## src/rtl/vga_pkg.sv

```systemverilog
// Shared types and constants for the VGA fade/dither output stage.
package vga_pkg;

    // Global brightness fade controller states.
    typedef enum logic [1:0] {
        StHold    = 2'd0,
        StFadeIn  = 2'd1,
        StFadeOut = 2'd2
    } fade_state_e;

    // Full brightness: the scaler passes colour through unchanged.
    localparam logic [4:0] LEVEL_MAX = 5'd16;

    // 2x2 ordered-dither thresholds indexed by {y0,x0}: {0,2,3,1}.
    localparam logic [7:0] BAYER2X2 = {2'd1, 2'd3, 2'd2, 2'd0};

    // Bit positions on the TinyVGA PMOD output byte.
    localparam int unsigned PMOD_HSYNC = 7;
    localparam int unsigned PMOD_B0    = 6;
    localparam int unsigned PMOD_G0    = 5;
    localparam int unsigned PMOD_R0    = 4;
    localparam int unsigned PMOD_VSYNC = 3;
    localparam int unsigned PMOD_B1    = 2;
    localparam int unsigned PMOD_G1    = 1;
    localparam int unsigned PMOD_R1    = 0;

    function automatic logic [1:0] bayer_thresh(input logic y0, input logic x0);
        logic [2:0] base;
        base = {y0, x0, 1'b0};
        return BAYER2X2[base +: 2];
    endfunction

endpackage

```

## src/rtl/vga_dither_2b.sv

```systemverilog
// One colour channel: brightness scale (S1), 2x2 ordered dither and blanking (S2).
module vga_dither_2b
    import vga_pkg::*;
(
    input  logic       clk,
    input  logic       rst_n,
    input  logic [3:0] chan_i,
    input  logic [4:0] level_i,
    input  logic       de_s1_i,
    input  logic       x0_s1_i,
    input  logic       y0_s1_i,
    output logic [1:0] q_o
);

    logic [8:0] prod;
    logic [3:0] s_d, s_q;
    logic [1:0] q_d, q_q;
    logic [1:0] coarse, frac, thresh;

    // S1 scale: (c*level)>>4; the product never exceeds 240, so 4 bits hold the result.
    always_comb begin
        prod = {5'd0, chan_i} * {4'd0, level_i};
        s_d  = 4'(prod >> 4);
    end

    // S2 dither: round the 4-bit value up to the next 2-bit code where the fraction
    // beats the position threshold, saturating at 3; blank outside the visible area.
    always_comb begin
        coarse = s_q[3:2];
        frac   = s_q[1:0];
        thresh = bayer_thresh(y0_s1_i, x0_s1_i);
        q_d    = coarse;
        if (!de_s1_i) begin
            q_d = 2'd0;
        end else if ((frac > thresh) && (coarse != 2'd3)) begin
            q_d = coarse + 2'd1;
        end
    end

    // Pipeline registers for the scaled value and the dithered code.
    always_ff @(posedge clk or negedge rst_n) begin
        if (!rst_n) begin
            s_q <= '0;
            q_q <= '0;
        end else begin
            s_q <= s_d;
            q_q <= q_d;
        end
    end

    assign q_o = q_q;

endmodule

```

## src/rtl/vga_fade_output.sv

```systemverilog
// Final VGA stage: frame-synchronous fade, 2-bit dither per channel, sync re-alignment
// and PMOD packing.
module vga_fade_output
    import vga_pkg::*;
#(
    parameter int unsigned FRAMES_PER_STEP = 4,
    parameter bit          VSYNC_ACT_HIGH  = 1'b0
) (
    input  logic        clk,
    input  logic        rst_n,
    input  logic        hsync_in,
    input  logic        vsync_in,
    input  logic        display_on,
    input  logic        pix_x0,
    input  logic        pix_y0,
    input  logic [11:0] rgb_in,
    input  logic        fade_req,
    input  logic        fade_in,
    output logic [7:0]  uo_out,
    output logic        frame_tick,
    output logic        fade_busy,
    output logic [4:0]  level
);

    localparam logic [7:0] DIV_LAST = 8'(FRAMES_PER_STEP - 1);

    logic        hs_s1_d, hs_s1_q, vs_s1_d, vs_s1_q;
    logic        de_s1_d, de_s1_q, x0_s1_d, x0_s1_q, y0_s1_d, y0_s1_q;
    logic        hs_s2_d, hs_s2_q, vs_s2_d, vs_s2_q;
    logic        tick_d, tick_q;
    fade_state_e state_d, state_q;
    logic [7:0]  div_d, div_q;
    logic [4:0]  level_d, level_q;
    logic [4:0]  target;
    logic [1:0]  r_q, g_q, b_q;

    // Sync delay line and S1 pixel-position copies; vs_s1_q doubles as the edge-detect sample.
    always_comb begin
        hs_s1_d = hsync_in;
        vs_s1_d = vsync_in;
        de_s1_d = display_on;
        x0_s1_d = pix_x0;
        y0_s1_d = pix_y0;
        hs_s2_d = hs_s1_q;
        vs_s2_d = vs_s1_q;
        tick_d  = (vsync_in == VSYNC_ACT_HIGH) && (vs_s1_q != VSYNC_ACT_HIGH);
    end

    // Fade controller: a request always wins over a coincident frame tick.
    always_comb begin
        state_d = state_q;
        div_d   = div_q;
        level_d = level_q;
        target  = fade_in ? LEVEL_MAX : 5'd0;
        if (fade_req) begin
            div_d = '0;
            if (level_q == target) begin
                state_d = StHold;
            end else begin
                state_d = fade_in ? StFadeIn : StFadeOut;
            end
        end else if (tick_q) begin
            unique case (state_q)
                StFadeIn: begin
                    if (div_q == DIV_LAST) begin
                        div_d   = '0;
                        level_d = level_q + 5'd1;
                        if (level_d == LEVEL_MAX) begin
                            state_d = StHold;
                        end
                    end else begin
                        div_d = div_q + 8'd1;
                    end
                end
                StFadeOut: begin
                    if (div_q == DIV_LAST) begin
                        div_d   = '0;
                        level_d = level_q - 5'd1;
                        if (level_d == 5'd0) begin
                            state_d = StHold;
                        end
                    end else begin
                        div_d = div_q + 8'd1;
                    end
                end
                default: begin
                    state_d = StHold;
                end
            endcase
        end
    end

    // State, divider, level, edge-detect and sync pipeline registers.
    always_ff @(posedge clk or negedge rst_n) begin
        if (!rst_n) begin
            hs_s1_q <= 1'b0;
            vs_s1_q <= 1'b0;
            de_s1_q <= 1'b0;
            x0_s1_q <= 1'b0;
            y0_s1_q <= 1'b0;
            hs_s2_q <= 1'b0;
            vs_s2_q <= 1'b0;
            tick_q  <= 1'b0;
            state_q <= StHold;
            div_q   <= '0;
            level_q <= '0;
        end else begin
            hs_s1_q <= hs_s1_d;
            vs_s1_q <= vs_s1_d;
            de_s1_q <= de_s1_d;
            x0_s1_q <= x0_s1_d;
            y0_s1_q <= y0_s1_d;
            hs_s2_q <= hs_s2_d;
            vs_s2_q <= vs_s2_d;
            tick_q  <= tick_d;
            state_q <= state_d;
            div_q   <= div_d;
            level_q <= level_d;
        end
    end

    vga_dither_2b u_dither_r (
        .clk     (clk),
        .rst_n   (rst_n),
        .chan_i  (rgb_in[11:8]),
        .level_i (level_q),
        .de_s1_i (de_s1_q),
        .x0_s1_i (x0_s1_q),
        .y0_s1_i (y0_s1_q),
        .q_o     (r_q)
    );

    vga_dither_2b u_dither_g (
        .clk     (clk),
        .rst_n   (rst_n),
        .chan_i  (rgb_in[7:4]),
        .level_i (level_q),
        .de_s1_i (de_s1_q),
        .x0_s1_i (x0_s1_q),
        .y0_s1_i (y0_s1_q),
        .q_o     (g_q)
    );

    vga_dither_2b u_dither_b (
        .clk     (clk),
        .rst_n   (rst_n),
        .chan_i  (rgb_in[3:0]),
        .level_i (level_q),
        .de_s1_i (de_s1_q),
        .x0_s1_i (x0_s1_q),
        .y0_s1_i (y0_s1_q),
        .q_o     (b_q)
    );

    // PMOD byte packing.
    always_comb begin
        uo_out             = '0;
        uo_out[PMOD_HSYNC] = hs_s2_q;
        uo_out[PMOD_B0]    = b_q[0];
        uo_out[PMOD_G0]    = g_q[0];
        uo_out[PMOD_R0]    = r_q[0];
        uo_out[PMOD_VSYNC] = vs_s2_q;
        uo_out[PMOD_B1]    = b_q[1];
        uo_out[PMOD_G1]    = g_q[1];
        uo_out[PMOD_R1]    = r_q[1];
    end

    assign frame_tick = tick_q;
    assign fade_busy  = (state_q != StHold);
    assign level      = level_q;

endmodule

```

## config.mk

```make
export PLATFORM = sky130hd
export DESIGN_NAME = vga_fade_output
export DESIGN_NICKNAME = d
export VERILOG_FILES = /design/src/rtl/vga_pkg.sv /design/src/rtl/vga_dither_2b.sv /design/src/rtl/vga_fade_output.sv
export SDC_FILE = /design/constraint.sdc
export NUM_CORES = 1
export LEC_CHECK = 0
export BUFFER_PORTS_ARGS = -buffer_cell sky130_fd_sc_hd__buf_2
export CORE_ASPECT_RATIO = 0.8
export CORE_MARGIN = 5
export CORE_UTILIZATION = 64
export CTS_BUF_LIST = sky130_fd_sc_hd__clkbuf_8 sky130_fd_sc_hd__clkbuf_16
export CTS_CLUSTER_DIAMETER = 80
export DETAILED_ROUTE_END_ITERATION = 8
export PLACE_DENSITY = 0.86
export SLEW_MARGIN = 10
export SYNTH_ARGS = -nofsm -noshare
export SYNTH_HDL_FRONTEND = slang
export SYNTH_SLANG_ARGS = --single-unit
```

## constraint.sdc

```tcl
create_clock -name clk -period 10.4 [get_ports clk]
set_input_delay 1.56 -clock clk [delete_from_list [all_inputs] [get_ports clk]]
set_output_delay 1.56 -clock clk [all_outputs]
set_load 0.05 [all_outputs]
```

==> metrics, run 1 <==
Design Area, Final 3560 µm²; post-route ant nets 0; max-cap violations 0; skew final 0.0127 ns; Die W 89.6 µm; die height 73.7 µm; critical path cell sequence buf_2 > nand2_1 > fa_1 > fa_1 > inv_1 > ha_1 > or2_2 > a31o_2 > a21oi_1 > xnor2_1; EDFF count, synth 0; Syn Nets approximately 400; area post-placement between 3000 and 4000 µm²; Root Driver clkbuf_8; Hold Vio Cnt, Final 0; hpwl dp about 4500 µm; async set-reset flop share out of synthesis 100%; setup ws final around 6.5 ns; CORE AREA 4950 µm²; outcome finished, final reports clean; die area 6600 µm²; RSZ-0062 raised after global routing no; Crit Path Class primary input to flip-flop; Setup crit end kind flip-flop; nets ~440; register bit count reported by yosys slightly above 40; worst slew pin tran 0.857 ns; Routability Congestion around 0.83; CTS tree yes; PortBufs 35; # IOs 36; CP Max Fanout 5; DP Worst Slack roughly 6.2 ns; Hold Buf Count CTS 0; Worst setup SP type primary input; largest net degree at the start of global routing between 40 and 50; clk buf depth 2; number of H-tree levels 2; Synth Cell Area 3240 µm²; commonest non-fill, non-tap cells in the layout 44 x ha_1, 41 x dfrtp_1, 37 x nand2_1, 35 x buf_2, 28 x inv_1; placed cells 417; Syn Inst Count between 300 and 400; largest area contributor in the netlist dfrtp_1; CTS Buf Count 5; number of global-route vias before repair around 2,300; initial antenna violation count 0; Total Power 0.000376 W; non-filler cells in the finished layout 425; Resized Gates After CTS 0; leak pwr 1.91 nW; register-to-register setup slack 6.98 ns; Relative slew margins 42.8%; predominant post-synthesis flop cell dfrtp_1; Final min period 3.92 ns; crit path DAT approximately 4 ns; Vias about 2,300; HP Class flip-flop to flip-flop; via/cell ratio 5.45; # diodes 0; # DRC 0; gr usage total 20.0%; Slew Viols, Final 0; remaining global-route overflow 0; CP most frequent cell fa_1; Pre-Repair DR Iteration Count 4; P&R area growth vs syn 9.69%; Worst R2R End u_dither_b.s_q[3]; worst skew pair latency between 0.2 and 0.3 ns; maximum vdd ir drop roughly 0.11 mV; Netlist cell types 48; CTS sink cnt 41; synthesized area per cell 9.76 µm²; Setup TNS 0 ns; post-synthesis sequential area ratio 31.6%; final-report setup violation count 0; Worst Reg-to-Reg Cells 9; WL per Instance 14.4 µm; CP required 10.60 ns; first-pass GRT wire length 10,200 µm; Worst Setup SP rgb_in[3]; postcts setup bufs 0; top post-synthesis cells by area dfrtp_1 32%, ha_1 17%, fa_1 9.3%; clock transition at the registers of the reported paths 0.07 ns; FP Rows 23; commonest non-fill, non-tap cell in the layout ha_1; R2R Path Start level[2]; synth warn 0; fillers 367; post-synth top area share 31.6%; Starting Density 65.5%; Peak Freq 255 MHz; CP Capture Point u_dither_b.s_q[3]; routed wire length 6110 µm; share of layout cells above drive strength 1 between 10% and 20%; CP max stage delay 0.54 ns; final period utilization 37.7%; Max stage delay cell, worst path fa_1; initial DRC count 67; Power Density about 110 nW/µm²
[metal layers]
metal,up-vias,share of wire [%],track usage (%)
li1,1160,-,-
met1,1099,47,27.3
met2,52,47,32.8
met3,5,5.2,4.37
met4,0,0.56,3.80
met5,-,0,0
[sequential cells by signal, indices dropped and copies added (netlist names), 2 cells and up]
register        count
level               5
u_dither_b.q_o      2
div_q               8
u_dither_r.q_o      2
u_dither_r.s_q      4
state_q             2
u_dither_b.s_q      4
u_dither_g.s_q      4
u_dither_g.q_o      2
[Yosys cell counts (2+ instances only)]
cell	number
ha_1	44
dfrtp_1	41
nand2_1	37
and2_1	27
inv_1	27
xnor2_1	20
o21ai_0	18
nor2_1	17
fa_1	15
a21oi_1	10
xor2_1	9
clkbuf_1	8
nor2b_1	8
nand4_1	5
nand3_1	4
a21o_1	3
mux2i_1	3
a22oi_1	2
buf_2	2
buf_4	2
nand3b_1	2
nor4b_4	2
[final cells by class]
type / count / area, µm² / share of cell area, %
clock buffer: 6 / 82.6 / 2.32
clock inverter: 2 / 33.8 / 0.950
tap: 62 / 77.6 / 2.18
inverter: 27 / 101 / 2.85
multi-input combinational: 252 / 2060 / 57.9
timing repair buffer: 35 / 175 / 4.93
sequential: 41 / 1030 / 28.9
[power by group]
part,leakage [nW],internal (W),total (W),switching (W)
clock network,0.0626,0.0000772,0.000128,0.0000503
logic,1.32,0.0000299,0.0000765,0.0000466
registers,0.530,0.000167,0.000172,0.00000439
total,1.91,0.000275,0.000376,0.000101
[worst max-delay path, delay by kind of cell]
family                     cells  cell delay (ns)
buffers and inverters          2             0.16
and+or+nand+nor                2             0.40
AOI/OAI and AO/OA              2             0.45
adders and majority gates      3             1.40
xor gates and xnor gates       1             0.14
[kinds of logic after synthesis]
kind of cell             Yosys count  share of synthesized area [%]
adder cells (fa/ha/maj)           59                           26.2
AO/OA/AOI/OAI                     46                           8.80
multiplexers                       4                           1.27
buffers and inverters             39                           4.82
AND/OR/NAND/NOR                  114                           19.4
XOR/XNOR                          29                           7.84
flip-flops                        41                           31.6
[per-stage QoR]
stage	util [%]	hold slack, ns
after detailed placement	69.5	0.346
after floorplan	-	0.331
after global routing	71.8	0.376
final	71.8	0.360
after CTS	71.8	0.362
after global placement	69.5	0.336
[worst min-delay path by stage]
| stage | from | end | slack, ns | cells after the start |
|---|---|---|---|---|
| final | hs_s1_q | hs_s2_q | 0.36 | 0 |
| after global routing | hs_s1_q | hs_s2_q | 0.38 | 0 |
| after CTS | hs_s1_q | hs_s2_q | 0.36 | 0 |
| after detailed placement | hs_s1_q | hs_s2_q | 0.35 | 0 |
| after global placement | hs_s1_q | hs_s2_q | 0.34 | 0 |
| after floorplan | hs_s1_q | hs_s2_q | 0.33 | 0 |
(Power assumes the default switching activity.)
==> run 2, diff against run 1 <==
--- a/config.mk
+++ b/config.mk
@@ -5,14 +5,15 @@
 export SDC_FILE = /design/constraint.sdc
 export NUM_CORES = 1
 export LEC_CHECK = 0
+export ABC_AREA = 1
 export BUFFER_PORTS_ARGS = -buffer_cell sky130_fd_sc_hd__buf_2
 export CORE_ASPECT_RATIO = 0.8
 export CORE_MARGIN = 5
-export CORE_UTILIZATION = 64
+export CORE_UTILIZATION = 60
 export CTS_BUF_LIST = sky130_fd_sc_hd__clkbuf_8 sky130_fd_sc_hd__clkbuf_16
 export CTS_CLUSTER_DIAMETER = 80
 export DETAILED_ROUTE_END_ITERATION = 8
-export PLACE_DENSITY = 0.86
+export PLACE_DENSITY = 0.81
 export SLEW_MARGIN = 10
 export SYNTH_ARGS = -nofsm -noshare
 export SYNTH_HDL_FRONTEND = slang
==> constraint.sdc (replaced) <==
create_clock -name clk -period 3.8 [get_ports clk]
set_input_delay 0.57 -clock clk [delete_from_list [all_inputs] [get_ports clk]]
set_output_delay 0.57 -clock clk [all_outputs]
set_load 0.05 [all_outputs]
==> run 2 against run 1 <==
  * Non-clock buffer count increased by 2
  * Die area up 12%
  * Wire length up 15%
  * Count of clock-buffer cells in the layout is the same
  * Combinational power rose to 8.5 times the previous value
  * Final cell count increased by 29%
  * Critical endpoint is now u_dither_r.s_q[2]
==> metrics, run 2 <==
max FFs per register 8 (unchanged); Seq pwr share 38.3% (was 45.7%); Levels on crit path 12 (was 10); leak pwr 2.18 nW (was 1.91 nW); die area 7400 µm² (was 6600 µm²); commonest non-fill, non-tap cells in the layout 113 x nand2_1, 78 x inv_1, 44 x ha_1, 41 x dfrtp_1, 35 x buf_2 (was 44 x ha_1, 41 x dfrtp_1, 37 x nand2_1, 35 x buf_2, 28 x inv_1); commonest non-fill, non-tap cell in the layout nand2_1 (was ha_1); switching share of power 41.6% (was 26.9%); CORE AREA 5530 µm² (was 4950 µm²); Syn Inst Count 437 (was 332); worst skew pair latency 0.30 ns (was 0.29 ns); clk buf depth 2 (unchanged); top post-synthesis cells by area dfrtp_1 30%, ha_1 16%, nand2_1 12% (was dfrtp_1 32%, ha_1 17%, fa_1 9.3%); largest family of logic cells by synthesized area adder cells (unchanged); HP Class flip-flop to flip-flop (unchanged); # IOs 36 (unchanged); gr usage total 20.2% (was 20.0%); largest area contributor in the netlist dfrtp_1 (unchanged); CP required 3.99 ns (was 10.60 ns); post-synthesis sequential area ratio 29.6% (was 31.6%); Die W 94.9 µm (was 89.6 µm); RSZ-0062 raised after global routing no (unchanged); worst slew pin tran 0.899 ns (was 0.857 ns); final-report setup violation count 0 (unchanged); Netlist cell types 32 (was 48); CP max stage delay 0.74 ns (was 0.54 ns); share of layout cells above drive strength 1 13.4% (was 14.3%); Synth Area in XOR/XNOR 4.80% (was 7.83%); Compound-Gate Fraction of Synth Area 8.16% (was 8.80%); remaining global-route overflow 0 (unchanged); nets 550 (was 442); Root Driver clkbuf_8 (unchanged); Syn Nets 517 (was 412); synthesized area per cell 7.93 µm² (was 9.76 µm²); max-cap violations 0 (unchanged); register bit count reported by yosys 41 (unchanged); Hold Vio Cnt, Final 0 (unchanged); clock power share 19.0% (was 33.9%); most frequent cell after synthesis nand2_1 (was ha_1); Synth top cells by count 113 x nand2_1, 78 x inv_1, 44 x ha_1, 41 x dfrtp_1, 24 x nor2_1 (was 44 x ha_1, 41 x dfrtp_1, 37 x nand2_1, 27 x and2_1, 27 x inv_1); PortBufs 35 (unchanged); CTS Buf Count 5 (unchanged); maximum vdd ir drop 0.149 mV (was 0.108 mV); Slew Viols, Final 0 (unchanged); P&R area growth vs syn 9.00% (was 9.69%); number of H-tree levels 2 (unchanged); Power Density 406 nW/µm² (was 106 nW/µm²); Routability Congestion 0.826 (about the same); FP Rows 24 (was 23); register-to-register setup slack 0.75 ns (was 6.98 ns); Setup crit end kind flip-flop (unchanged); die height 78.0 µm (was 73.7 µm); Worst Setup SP level[1] (was rgb_in[3]); synth warn 0 (unchanged); post-synth top area share 29.6% (was 31.6%); CTS sink cnt 41 (unchanged); Crit Path Class flip-flop to flip-flop (was primary input to flip-flop); Worst Reg-to-Reg Cells 12 (was 9); largest net degree at the start of global routing 42 (unchanged); CP most frequent cell nand2_1 (was fa_1); fillers 455 (was 367); number of global-route vias before repair 2,780 (was 2,288); Vias 2,822 (was 2,316); outcome finished, final reports clean (unchanged); # diodes 0 (unchanged); skew final 0.0111 ns (was 0.0127 ns); Worst R2R End u_dither_r.s_q[2] (was u_dither_b.s_q[3]); predominant post-synthesis flop cell dfrtp_1 (unchanged); Final min period slightly above 3 ns; Resized Gates After CTS 0 (unchanged); Max stage delay cell, worst path dfrtp_1 (was fa_1); hpwl dp 5530 µm (was 4550 µm); Setup TNS 0 ns (unchanged); Pre-Repair DR Iteration Count 4 (unchanged); crit path DAT 3.24 ns (was 4.12 ns); Worst path top cell family by delay adder cells (unchanged); routed wire length 7000 µm (was 6110 µm); CP bufs+invs 1 (was 2); async set-reset flop share out of synthesis 100% (unchanged); CTS tree yes (unchanged); CP Capture Point u_dither_r.s_q[2] (was u_dither_b.s_q[3]); multiplexer share of the synthesized area 0% (was 1.27%); Reg with most FFs div_q (unchanged); first-pass GRT wire length 12,100 µm (was 10,200 µm); postcts setup bufs 0 (unchanged); R2R Path Start level[1] (was level[2]); Total Power 0.00153 W (was 0.000376 W); via/cell ratio 5.15 (was 5.45); initial antenna violation count 0 (unchanged); Worst setup SP type flip-flop (was primary input); final period utilization 80.4%; Starting Density 62.7% (was 65.5%); EDFF count, synth 0 (unchanged); storage element area 1030 µm² (unchanged); P_sw 0.000638 W (was 0.000101 W); Post-Synth Adder-Cell Area 24.6% (was 26.2%); CP Max Fanout 18 (was 5); Hold Buf Count CTS 0 (unchanged); Int Power 0.000895 W (was 0.000275 W); Peak Freq 327 MHz; worst hold slack 0.362 ns (was 0.360 ns); simple-gate share of the synthesized area 21.7% (was 19.4%); Relative slew margins 40.1% (was 42.8%); post-route ant nets 0 (unchanged); WL per Instance 12.8 µm (was 14.4 µm); critical path cell sequence nand2_1 > fa_1 > inv_1 > fa_1 > ha_1 > nand4_1 > o21ai_2 > nand2_1 > nand2_1 > nand2_1 > nand3_1 > nand2_1 (was buf_2 > nand2_1 > fa_1 > fa_1 > inv_1 > ha_1 > or2_2 > a31o_2 > a21oi_1 > xnor2_1); area of the multi-input gates 2050 µm² (was 2060 µm²); Synth Cell Area 3460 µm² (was 3240 µm²); # DRC 0 (unchanged); Comb pwr share 42.7% (was 20.4%); clock transition at the registers of the reported paths 0.08 ns (was 0.07 ns); initial DRC count 168 (was 67)
==> run 2: logic make-up (layout without fill, tap and decap cells) <==
logic type / count (synthesis) / in the layout
compound gates: 47 / 47
xor+xnor: 19 / 19
simple gates: 176 / 176
fa+ha+maj: 59 / 59
flops: 41 / 41
buf+inv: 95 / 128
==> run 2: layer usage <==
metal | share of wire [%] | GRT usage [%]
met1 | 43 | 25.5
met2 | 50 | 34.8
met3 | 6.4 | 4.45
met4 | 0.54 | 5.33
met5 | 0 | 0
==> run 2: how the worst min path moves through the flow <==
stage / start / end / cells after the start
floorplan: rst_n / de_s1_q / 0
global placement: hs_s1_q / hs_s2_q / 0
detailed placement: hs_s1_q / hs_s2_q / 0
CTS: hs_s1_q / hs_s2_q / 0
global route: hsync_in / hs_s1_q / 1
finish: hs_s1_q / hs_s2_q / 0
==> run 2: per-stage QoR <==
step	setup WS [ns]	area (µm²)	util, %	instances
global route	0.535	3770	68.3	548
floorplan	0.570	3460	-	437
global placement	0.860	3680	66.7	541
detailed placement	0.772	3680	66.7	541
CTS	0.765	3770	68.3	548
finish	0.745	3770	68.3	548
==> run 2: layout make-up <==
class / count / area share (%)
Clock buffer: 6 / 2.19
Clock inverter: 1 / 0.199
Inverter: 84 / 8.42
Multi-Input combinational cell: 301 / 54.4
Sequential cell: 41 / 27.2
Tap cell: 78 / 2.59
Timing Repair Buffer: 37 / 5.04
==> run 2: power by group through the flow <==
stage                     clock network, W  registers, W  logic (W)
after global routing              0.000313      0.000597   0.000747
after detailed placement                 0      0.000594   0.000654
final                             0.000292      0.000587   0.000654
after global placement                   0      0.000592   0.000622
after floorplan                          0      0.000690   0.000397
after CTS                         0.000298      0.000586   0.000659
==> run 3, diff against run 2 <==
--- a/config.mk
+++ b/config.mk
@@ -9,11 +9,11 @@
 export BUFFER_PORTS_ARGS = -buffer_cell sky130_fd_sc_hd__buf_2
 export CORE_ASPECT_RATIO = 0.8
 export CORE_MARGIN = 5
-export CORE_UTILIZATION = 60
+export CORE_UTILIZATION = 54
 export CTS_BUF_LIST = sky130_fd_sc_hd__clkbuf_8 sky130_fd_sc_hd__clkbuf_16
 export CTS_CLUSTER_DIAMETER = 80
 export DETAILED_ROUTE_END_ITERATION = 8
-export PLACE_DENSITY = 0.81
+export PLACE_DENSITY = 0.77
 export SLEW_MARGIN = 10
 export SYNTH_ARGS = -nofsm -noshare
 export SYNTH_HDL_FRONTEND = slang
==> constraint.sdc (replaced) <==
create_clock -name clk -period 2.5 [get_ports clk]
set_input_delay 0.375 -clock clk [delete_from_list [all_inputs] [get_ports clk]]
set_output_delay 0.375 -clock clk [all_outputs]
set_load 0.05 [all_outputs]
==> run 3 against run 2 <==
  * The run now ends with setup timing left
  * Total power increased by 67%
  * Core utilization about the same
  * Combinational power increased by 90%
  * Register-to-register slack lost 0.94 ns
  * Setup slack lost 0.94 ns
  * Non-clock buffer count up 44
  * First-iteration DRC count is 9.5% lower
  * Wire length increased by 9.8%
  * Fmax increased by 14%
  * Sequential share of layout area shrank 3.2 points
  * Count of clock-buffer cells in the layout unchanged
  * Critical path type unchanged
  * Highest routed layer unchanged
==> metrics, run 3 (synthesis gave the netlist of run 2 again) <==
CTS Buf Count 5 (unchanged); CP required 2.68 ns (was 3.99 ns); Max stage delay cell, worst path fa_1 (was dfrtp_1); Worst path top cell family by delay adder cells (unchanged); PortBufs 35 (unchanged); HP Class primary input to flip-flop (was flip-flop to flip-flop); Worst setup SP type flip-flop (unchanged); Routability Congestion 0.874 (was 0.826); commonest non-fill, non-tap cells in the layout 94 x nand2_1, 71 x inv_1, 42 x buf_4, 37 x ha_1, 36 x dfrtp_1 (was 113 x nand2_1, 78 x inv_1, 44 x ha_1, 41 x dfrtp_1, 35 x buf_2); worst slew pin tran 0.366 ns (was 0.899 ns); max FFs per register 8 (unchanged); number of global-route vias before repair 2,976 (was 2,780); die height 81.6 µm (was 78.0 µm); maximum vdd ir drop 0.227 mV (was 0.149 mV); # diodes 0 (unchanged); outcome finished, violations left (was finished, final reports clean); nets 594 (was 550); leak pwr 2.39 nW (was 2.18 nW); share of layout cells above drive strength 1 28.8% (was 13.4%); area of the multi-input gates 2230 µm² (was 2050 µm²); setup ws final -0.191 ns (was 0.745 ns); final period utilization 108% (was 80.4%); # IOs 36 (unchanged); Peak Freq 372 MHz (was 327 MHz); Total Power 0.00256 W (was 0.00153 W); failing checks setup timing; via/cell ratio 4.94 (was 5.15); Starting Density 54.9% (was 62.7%); Hold Path Sink y0_s1_q (was hs_s2_q); CP most frequent cell nand2_2 (was nand2_1); CP Max Fanout 4 (was 18); WL per Instance 12.8 µm (about the same); commonest non-fill, non-tap cell in the layout nand2_1 (unchanged); initial antenna violation count 0 (unchanged); Worst Reg-to-Reg Cells 13 (was 12); critical path cell sequence buf_4 > nand2_2 > fa_1 > inv_1 > fa_1 > ha_4 > nand4_1 > o21ai_2 > nand2_2 > nand2_4 > nand2_2 > nand3_1 > nand2_1 (was nand2_1 > fa_1 > inv_1 > fa_1 > ha_1 > nand4_1 > o21ai_2 > nand2_1 > nand2_1 > nand2_1 > nand3_1 > nand2_1); fillers 512 (was 455); CP bufs+invs 2 (was 1); storage element area 1030 µm² (about the same); remaining global-route overflow 0 (unchanged); Vias 2,956 (was 2,822); Pre-Repair DR Iteration Count 4 (unchanged); skew final 0.00357 ns (was 0.0111 ns); crit path DAT 2.87 ns (was 3.24 ns); gr usage total 20.1% (was 20.2%); Reg with most FFs div_q (unchanged); Final min period 2.69 ns (was 3.05 ns); RSZ-0062 raised after global routing yes (was no); CORE AREA 6310 µm² (was 5530 µm²); worst skew pair latency 0.29 ns (was 0.30 ns); min-delay src pix_y0 (was hs_s1_q); Worst R2R End u_dither_r.s_q[2] (unchanged); Setup crit end kind flip-flop (unchanged); first-pass GRT wire length 13,200 µm (was 12,100 µm); die area 8130 µm² (was 7400 µm²); P&R area growth vs syn 24.5% (was 9.00%); register-to-register setup slack -0.19 ns (was 0.75 ns); CTS tree yes (unchanged); Crit Path Class flip-flop to flip-flop (unchanged); largest net degree at the start of global routing 18 (was 42); CTS sink cnt 41 (unchanged); hpwl dp 5990 µm (was 5530 µm); routed wire length 7680 µm (was 7000 µm); post-route ant nets 0 (unchanged); Core Util, Final 68.3% (about the same); clk buf depth 2 (unchanged); Hold Vio Cnt, Final 0 (unchanged); # DRC 0 (unchanged); Relative slew margins 75.4% (was 40.1%); hold path depth 1 (was 0); R2R Path Start level[2] (was level[1]); FP Rows 26 (was 24); initial DRC count 152 (was 168); Root Driver clkbuf_8 (unchanged); Power Density 593 nW/µm² (was 406 nW/µm²); clock transition at the registers of the reported paths 0.08 ns (about the same); final-report setup violation count 11 (was 0); max-cap violations 0 (unchanged); number of H-tree levels 2 (unchanged); CP max stage delay 0.51 ns (was 0.74 ns); Slew Viols, Final 0 (unchanged); Die W 99.5 µm (was 94.9 µm)
run 3: timing repair:
item,in CTS,in global routing
pin swaps,11,17
hold endpoints to repair,7,0
setup endpoints to repair,12,12
resized for setup,18,19
hold buffers,1,0
setup buffers,6,7
run 3: power breakdown:
part	internal, W	total [W]	switching, W
clock network	0.000218	0.000442	0.000224
registers	0.000803	0.000880	0.0000769
logic	0.000490	0.00124	0.000747
run 3: area by class of cell:
class                   count  share of cell area, %
repair buffers             81                   12.4
inverters                  84                   7.37
flip-flops and latches     41                   23.9
clock inverters             1                  0.174
multi-input cells         301                   51.8
well taps                  84                   2.44
clock buffers               6                   1.91
run 3: metrics by stage:
step | hold slack (ns) | setup TNS [ns] | worst slack, ns | cells | instance area, µm²
2_1_floorplan | 0.0794 | -2.70 | -0.314 | 437 | 3560
3_3_place_gp | 0.240 | -0.598 | -0.142 | 579 | 3990
3_5_place_dp | 0.242 | -1.26 | -0.207 | 579 | 3990
4_1_cts | 0.180 | -0.530 | -0.104 | 593 | 4200
5_1_grt | 0.169 | -2.16 | -0.269 | 598 | 4310
6_report | 0.188 | -1.06 | -0.191 | 598 | 4310
run 3: worst max-delay path by stage:
stage                          start                end  slack [ns]  cells past startpoint
after floorplan             level[2]  u_dither_r.s_q[2]       -0.31                     14
after CTS                   level[2]  u_dither_b.s_q[3]       -0.10                     12
final                       level[2]  u_dither_r.s_q[2]       -0.19                     13
after global routing        level[2]  u_dither_g.s_q[2]       -0.27                     13
after detailed placement  rgb_in[11]  u_dither_r.s_q[2]       -0.21                     13
after global placement    rgb_in[11]  u_dither_r.s_q[2]       -0.14                     13
run 3: metal layers:
| layer | up-vias | wire length [µm] | global-route usage [%] |
|---|---|---|---|
| met2 | 55 | 3850 | 36.3 |
| met5 | - | 0 | 0 |
| met4 | 0 | 157 | 4.91 |
| met1 | 1370 | 3380 | 25.6 |
| met3 | 13 | 301 | 2.89 |
| li1 | 1518 | - | - |
